[src/rtl/muldiv_sequencer.sv]
// Iterative MULT/MULTU/DIV/DIVU unit for the MIPS EX stage: owns HI/LO and
// raises stall while a dependent HI/LO access or a second mul/div must wait.
module muldiv_sequencer #(
  parameter int WIDTH = 32,
  parameter int CNT_W = 6
) (
  input  logic             clk,
  input  logic             rst,
  input  logic             start,
  input  logic [1:0]       op,
  input  logic [WIDTH-1:0] rs_val,
  input  logic [WIDTH-1:0] rt_val,
  input  logic             rd_req,
  input  logic             wr_hi,
  input  logic             wr_lo,
  input  logic [WIDTH-1:0] wr_data,
  output logic [WIDTH-1:0] hi,
  output logic [WIDTH-1:0] lo,
  output logic             busy,
  output logic             stall,
  output logic             done,
  output logic             div0
);

  typedef enum logic [1:0] {S_IDLE, S_RUN, S_FIX} state_e;

  state_e             state_q, state_d;
  logic [CNT_W-1:0]   cnt_q, cnt_d;
  logic [WIDTH-1:0]   acc_q, acc_d;   // partial product high half / partial remainder
  logic [WIDTH-1:0]   q_q, q_d;       // multiplier / dividend shifting into quotient
  logic [WIDTH-1:0]   m_q, m_d;       // multiplicand / divisor magnitude
  logic [WIDTH-1:0]   hi_q, hi_d, lo_q, lo_d;
  logic               is_div_q, is_div_d;
  logic               neg_res_q, neg_res_d;
  logic               neg_rem_q, neg_rem_d;
  logic               done_q, done_d;
  logic               div0_q, div0_d;

  logic               op_signed, rs_neg, rt_neg;
  logic [WIDTH-1:0]   rs_mag, rt_mag;
  logic [WIDTH:0]     mul_sum, div_shift, div_diff;
  logic               div_ok;
  logic [2*WIDTH-1:0] product, prod_fix;
  logic [WIDTH-1:0]   quot_fix, rem_fix;

  assign op_signed = ~op[0];
  assign rs_neg    = op_signed & rs_val[WIDTH-1];
  assign rt_neg    = op_signed & rt_val[WIDTH-1];
  assign rs_mag    = rs_neg ? -rs_val : rs_val;
  assign rt_mag    = rt_neg ? -rt_val : rt_val;

  assign mul_sum   = {1'b0, acc_q} + (q_q[0] ? {1'b0, m_q} : '0);
  // Restoring step: a set borrow bit means the trial subtract went negative.
  assign div_shift = {acc_q, q_q[WIDTH-1]};
  assign div_diff  = div_shift - {1'b0, m_q};
  assign div_ok    = ~div_diff[WIDTH];

  assign product   = {acc_q, q_q};
  assign prod_fix  = neg_res_q ? -product : product;
  assign quot_fix  = neg_res_q ? -q_q : q_q;
  assign rem_fix   = neg_rem_q ? -acc_q : acc_q;

  assign busy  = (state_q != S_IDLE);
  assign stall = busy & (start | rd_req | wr_hi | wr_lo);
  assign hi    = hi_q;
  assign lo    = lo_q;
  assign done  = done_q;
  assign div0  = div0_q;

  always_comb begin
    // NOTE: every _d gets its hold value first so no path through the case leaves a latch.
    state_d   = state_q;
    cnt_d     = cnt_q;
    acc_d     = acc_q;
    q_d       = q_q;
    m_d       = m_q;
    hi_d      = hi_q;
    lo_d      = lo_q;
    is_div_d  = is_div_q;
    neg_res_d = neg_res_q;
    neg_rem_d = neg_rem_q;
    done_d    = 1'b0;
    div0_d    = div0_q;
    unique case (state_q)
      S_IDLE: begin
        if (start) begin
          state_d   = S_RUN;
          cnt_d     = '0;
          acc_d     = '0;
          q_d       = rs_mag;
          m_d       = rt_mag;
          is_div_d  = op[1];
          neg_res_d = rs_neg ^ rt_neg;
          neg_rem_d = rs_neg;
          div0_d    = 1'b0;
        end else begin
          if (wr_hi) hi_d = wr_data;
          if (wr_lo) lo_d = wr_data;
        end
      end
      S_RUN: begin
        cnt_d = cnt_q + 1'b1;
        if (is_div_q) begin
          acc_d = div_ok ? div_diff[WIDTH-1:0] : div_shift[WIDTH-1:0];
          q_d   = {q_q[WIDTH-2:0], div_ok};
        end else begin
          acc_d = mul_sum[WIDTH:1];
          q_d   = {mul_sum[0], q_q[WIDTH-1:1]};
        end
        if (cnt_q == CNT_W'(WIDTH - 1)) state_d = S_FIX;
      end
      S_FIX: begin
        state_d = S_IDLE;
        done_d  = 1'b1;
        if (is_div_q) begin
          // A zero divisor leaves the dividend magnitude in acc, so rem_fix restores rs.
          lo_d   = (m_q == '0) ? '1 : quot_fix;
          hi_d   = rem_fix;
          div0_d = (m_q == '0);
        end else begin
          {hi_d, lo_d} = prod_fix;
        end
      end
      default: state_d = S_IDLE;
    endcase
  end

  // NOTE: state registers use non-blocking assignment so every flop samples pre-edge values.
  always_ff @(posedge clk or posedge rst) begin
    if (rst) begin
      state_q   <= S_IDLE;
      cnt_q     <= '0;
      acc_q     <= '0;
      q_q       <= '0;
      m_q       <= '0;
      hi_q      <= '0;
      lo_q      <= '0;
      is_div_q  <= 1'b0;
      neg_res_q <= 1'b0;
      neg_rem_q <= 1'b0;
      done_q    <= 1'b0;
      div0_q    <= 1'b0;
    end else begin
      state_q   <= state_d;
      cnt_q     <= cnt_d;
      acc_q     <= acc_d;
      q_q       <= q_d;
      m_q       <= m_d;
      hi_q      <= hi_d;
      lo_q      <= lo_d;
      is_div_q  <= is_div_d;
      neg_res_q <= neg_res_d;
      neg_rem_q <= neg_rem_d;
      done_q    <= done_d;
      div0_q    <= div0_d;
    end
  end

endmodule

[config.mk]
export PLATFORM = sky130hd
export DESIGN_NAME = muldiv_sequencer
export DESIGN_NICKNAME = d
export VERILOG_FILES = /design/src/rtl/muldiv_sequencer.sv
export SDC_FILE = /design/constraint.sdc
export NUM_CORES = 1
export LEC_CHECK = 0
export BUFFER_PORTS_ARGS = -buffer_cell sky130_fd_sc_hd__buf_2
export CORE_MARGIN = 3
export CORE_UTILIZATION = 61
export CTS_BUF_LIST = sky130_fd_sc_hd__clkbuf_8
export DETAILED_ROUTE_END_ITERATION = 6
export GPL_TIMING_DRIVEN = 0
export HOLD_SLACK_MARGIN = 0.1
export PLACE_DENSITY_LB_ADDON = 0.3
export SYNTH_ARGS = -nofsm -noshare
export SYNTH_HDL_FRONTEND = slang
export SYNTH_SLANG_ARGS = --single-unit
[constraint.sdc]
create_clock -name clk -period 6.5 [get_ports clk]
set_clock_uncertainty 0.1 [all_clocks]
set_input_delay 0.325 -clock clk [delete_from_list [all_inputs] [get_ports clk]]
set_output_delay 0.325 -clock clk [all_outputs]
set_load 0.05 [all_outputs]
==> flow_summary.yaml <==
run:
  cap_violations: 0
logic_synthesis:
  synthesis.nets: 1929
  synth_cell_type_count: 67
  synth_cells: 1754
  netlist_area_um2: 14100
  synth_flop_cell: "dfrtp_1"
  synth_seq_cells: 173
  synth_edf_count: 0
  synthArstFlopShare_pct: 100
  yosysSeqAreaShare_pct: 30.6
  yosysWarnings: 0
  syn_area_per_cell_um2: 8.06
power:
  p_leak_uw: 0.00714
  ir_drop_uv: 231
  p_sw_share_pct: 53.4
  clock_power_share_pct: 10.0
  p_switching_uw: 4440
  cellInternalPower_uw: 3880
  power_density_nw_per_um2: 505
  pwr-share-comb_pct: 65.3
  p_seq_share_pct: 24.7
detailed_routing:
  first_iter_violations: 1616
  wire_per_inst_um: 21.0
  drt-total-wl_mm: 48.6
  drc_errors: 0
  dr.pass1.iters: 6
  num_vias: 15000
  postRouteAntennaNets: 0
  avgViaCountPerCell: 6.47
layout:
  layout-drive-gt1-share_pct: 11.2
  seq_area_um2: 4330
  fin_nets: 2189
  nFillCells: 1763
  fin_area_um2: 16500
  utilization_pct: 72.7
  antenna_cells: 0
  syn_to_final_growth_pct: 16.8
  multi_input_area_um2: 9150
timing:
  hold_viol: 0
  fin_crit_sh_pct: 72.2
  setup_viol: 0
  drv_slew: 0
  rsz0062_at_grt: "no"
  worstMarginPinSlew_ns: 1.04
  fmax_ghz: 0.213
  layout_setup_ws_ns: 1.81
  timing.slew.headroom_pct: 30.3
  finalCriticalPeriod_ns: 4.69
global_routing:
  antenna_found_initial: 0
  grt_max_degree: 105
  gr-total-overflow: 0
  grt_pass1_wl_mm: 74.9
  grt_usage_pct: 38.1
  grt_pass1_vias: 14100
critical_path:
  worstSetupStartpointType: "flip-flop"
  path_max_fanout: 10
  cp.arrival_ns: 4.93
  path_class: "reg -> reg"
  cp-end-kind: "flip-flop"
  required_ns: 6.73
die:
  rows: 55
  core-area_um2: 22700
  dieArea_um2: 25000
  die_h_um: 158
  ios: 172
  start_util_pct: 62.2
  die_w_um: 158
clock_tree:
  htree_levels: 4
  clk_latency_ns: 0.49
  numCtsBuffers: 17
  clk_path_buf_depth: 2
  clockRootBuffer: "clkbuf_8"
  cts_sinks: 173
  path_clk_slew_ns: 0.11
  cts_tree: "yes"
place:
  place_area_um2: 15400
  hpwlAfterDp_mm: 36.4
  port_buffers: 171
  finalWeightedCongestion: 0.963
  place_ws_ns: 1.92
outcome:
  status: "finished, final reports clean"
min_path:
  hold_class: "in -> reg"
placed cells by master (no fill, tap or decap), drive strengths merged, types with 64 or more instances in the layout:
master	instances
buf	188
a21oi	129
clkbuf	112
xor2	67
xnor2	104
nor2	127
o21ai	205
mux2i	76
dfrtp	173
nand2	188
inv	64
dlygate4sd3	69
ha	69
final timing paths:
check,start,to,slack (ns),cells after the start
max in group asynchronous,rst,m_q[23]$_DFFE_PP0P_,5.03,4
worst max register to register,q_q[31]$_DFFE_PP0P_,acc_q[21]$_DFFE_PP0P_,1.81,15
worst min-delay path,wr_data[4],lo[4]$_DFFE_PP0P_,0.11,3
min in group asynchronous,rst,acc_q[5]$_DFFE_PP0P_,0.30,3
worst max-delay path,q_q[31]$_DFFE_PP0P_,acc_q[21]$_DFFE_PP0P_,1.81,15
worst min register to register,lo[4]$_DFFE_PP0P_,lo[4]$_DFFE_PP0P_,0.39,2
timing repair:
item                       in CTS  in global routing
hold endpoints to repair      158                  1
gates resized for setup         0                  0
hold buffers                   68                  1
buffers inserted                0                  0
setup endpoints to repair       0                  0
power groups by stage:
| stage | Combinational (uW) | Clock, uW | Sequential (uW) |
|---|---|---|---|
| finish | 5440 | 834 | 2060 |
| global route | 5940 | 869 | 2090 |
| CTS | 5300 | 826 | 2020 |
| detailed placement | 5240 | 0 | 2040 |
| global placement | 5150 | 0 | 2030 |
| floorplan | 3680 | 0 | 2160 |
metal layers:
layer,part of all wire [%],vias to the layer above,global-route usage [%]
met2,45,821,60.2
li1,-,6850,-
met4,3.8,0,13.7
met5,0,-,0
met3,9.4,145,7.71
met1,42,7134,52.3
flip-flops by register name, indices dropped and copies added (netlist names):
name       cells
lo            32
m_q           32
state_q        2
div0           1
neg_rem_q      1
acc_q         32
done           1
q_q           32
neg_res_q      1
hi            32
cnt_q          6
is_div_q       1
per-stage QoR:
step / cells / power [uW] / setup TNS [ns] / hold slack, ns
floorplan: 1754 / 5840 / 0 / 0.321
global placement: 2210 / 7170 / -93.93 / 0.357
detailed placement: 2211 / 7280 / 0 / 0.305
CTS: 2311 / 8150 / 0 / 0.103
global route: 2312 / 8890 / 0 / 0.109
finish: 2312 / 8330 / 0 / 0.106
final cells by class:
type | instances | share of cell area (%)
Multi-Input combinational cell | 1413 | 55.5
Sequential cell | 173 | 26.2
Timing Repair Buffer | 241 | 9.54
Buffer | 111 | 2.68
Tap cell | 285 | 2.16
Clock buffer | 17 | 1.42
Inverter | 57 | 1.34
Clock inverter | 15 | 1.18
cells by family (layout without fill, tap and decap cells):
family / Yosys count / in the layout / share of synthesized area (%)
XOR/XNOR: 171 / 171 / 10.6
AO/OA/AOI/OAI: 580 / 580 / 25.3
AND/OR/NAND/NOR: 514 / 514 / 16.9
multiplexers: 77 / 77 / 5.46
adder cells (fa/ha/maj): 71 / 71 / 6.39
buffers and inverters: 168 / 441 / 4.64
flip-flops: 173 / 173 / 30.6
synth_stat cells (12+ instances only):
cell	count	area [um^2]
nor3_1	32	160
nand3_1	29	145
o31ai_1	22	165
dfrtp_1	173	4330
or3_1	20	125
xnor2_1	104	911
o22ai_1	30	188
nor2_1	127	477
nand2_1	188	706
o21ai_0	203	1020
a211oi_1	42	315
nor4_1	19	119
nor2b_1	23	144
xor2_1	67	587
o211ai_1	12	90.1
a22oi_1	14	105
a31oi_1	21	131
inv_1	57	214
a21oi_1	129	646
nand2b_1	27	169
a21o_1	37	278
ha_1	69	863
mux2i_1	76	761
clkbuf_1	95	357
worst max-delay path: stages (launching register included):
cell       delay (ns)
dfrtp_1          0.60
inv_1            0.09
ha_1             0.24
fa_1             0.40
nand2b_1         0.19
a21oi_1          0.32
o41ai_1          0.23
o2111ai_1        0.24
o211ai_1         0.25
o21ai_0          0.31
xor2_1           0.28
clkbuf_1         0.49
buf_2            0.45
nand2_1          0.13
o21ai_0          0.10
o221ai_1         0.14
(Power assumes the default switching activity.)
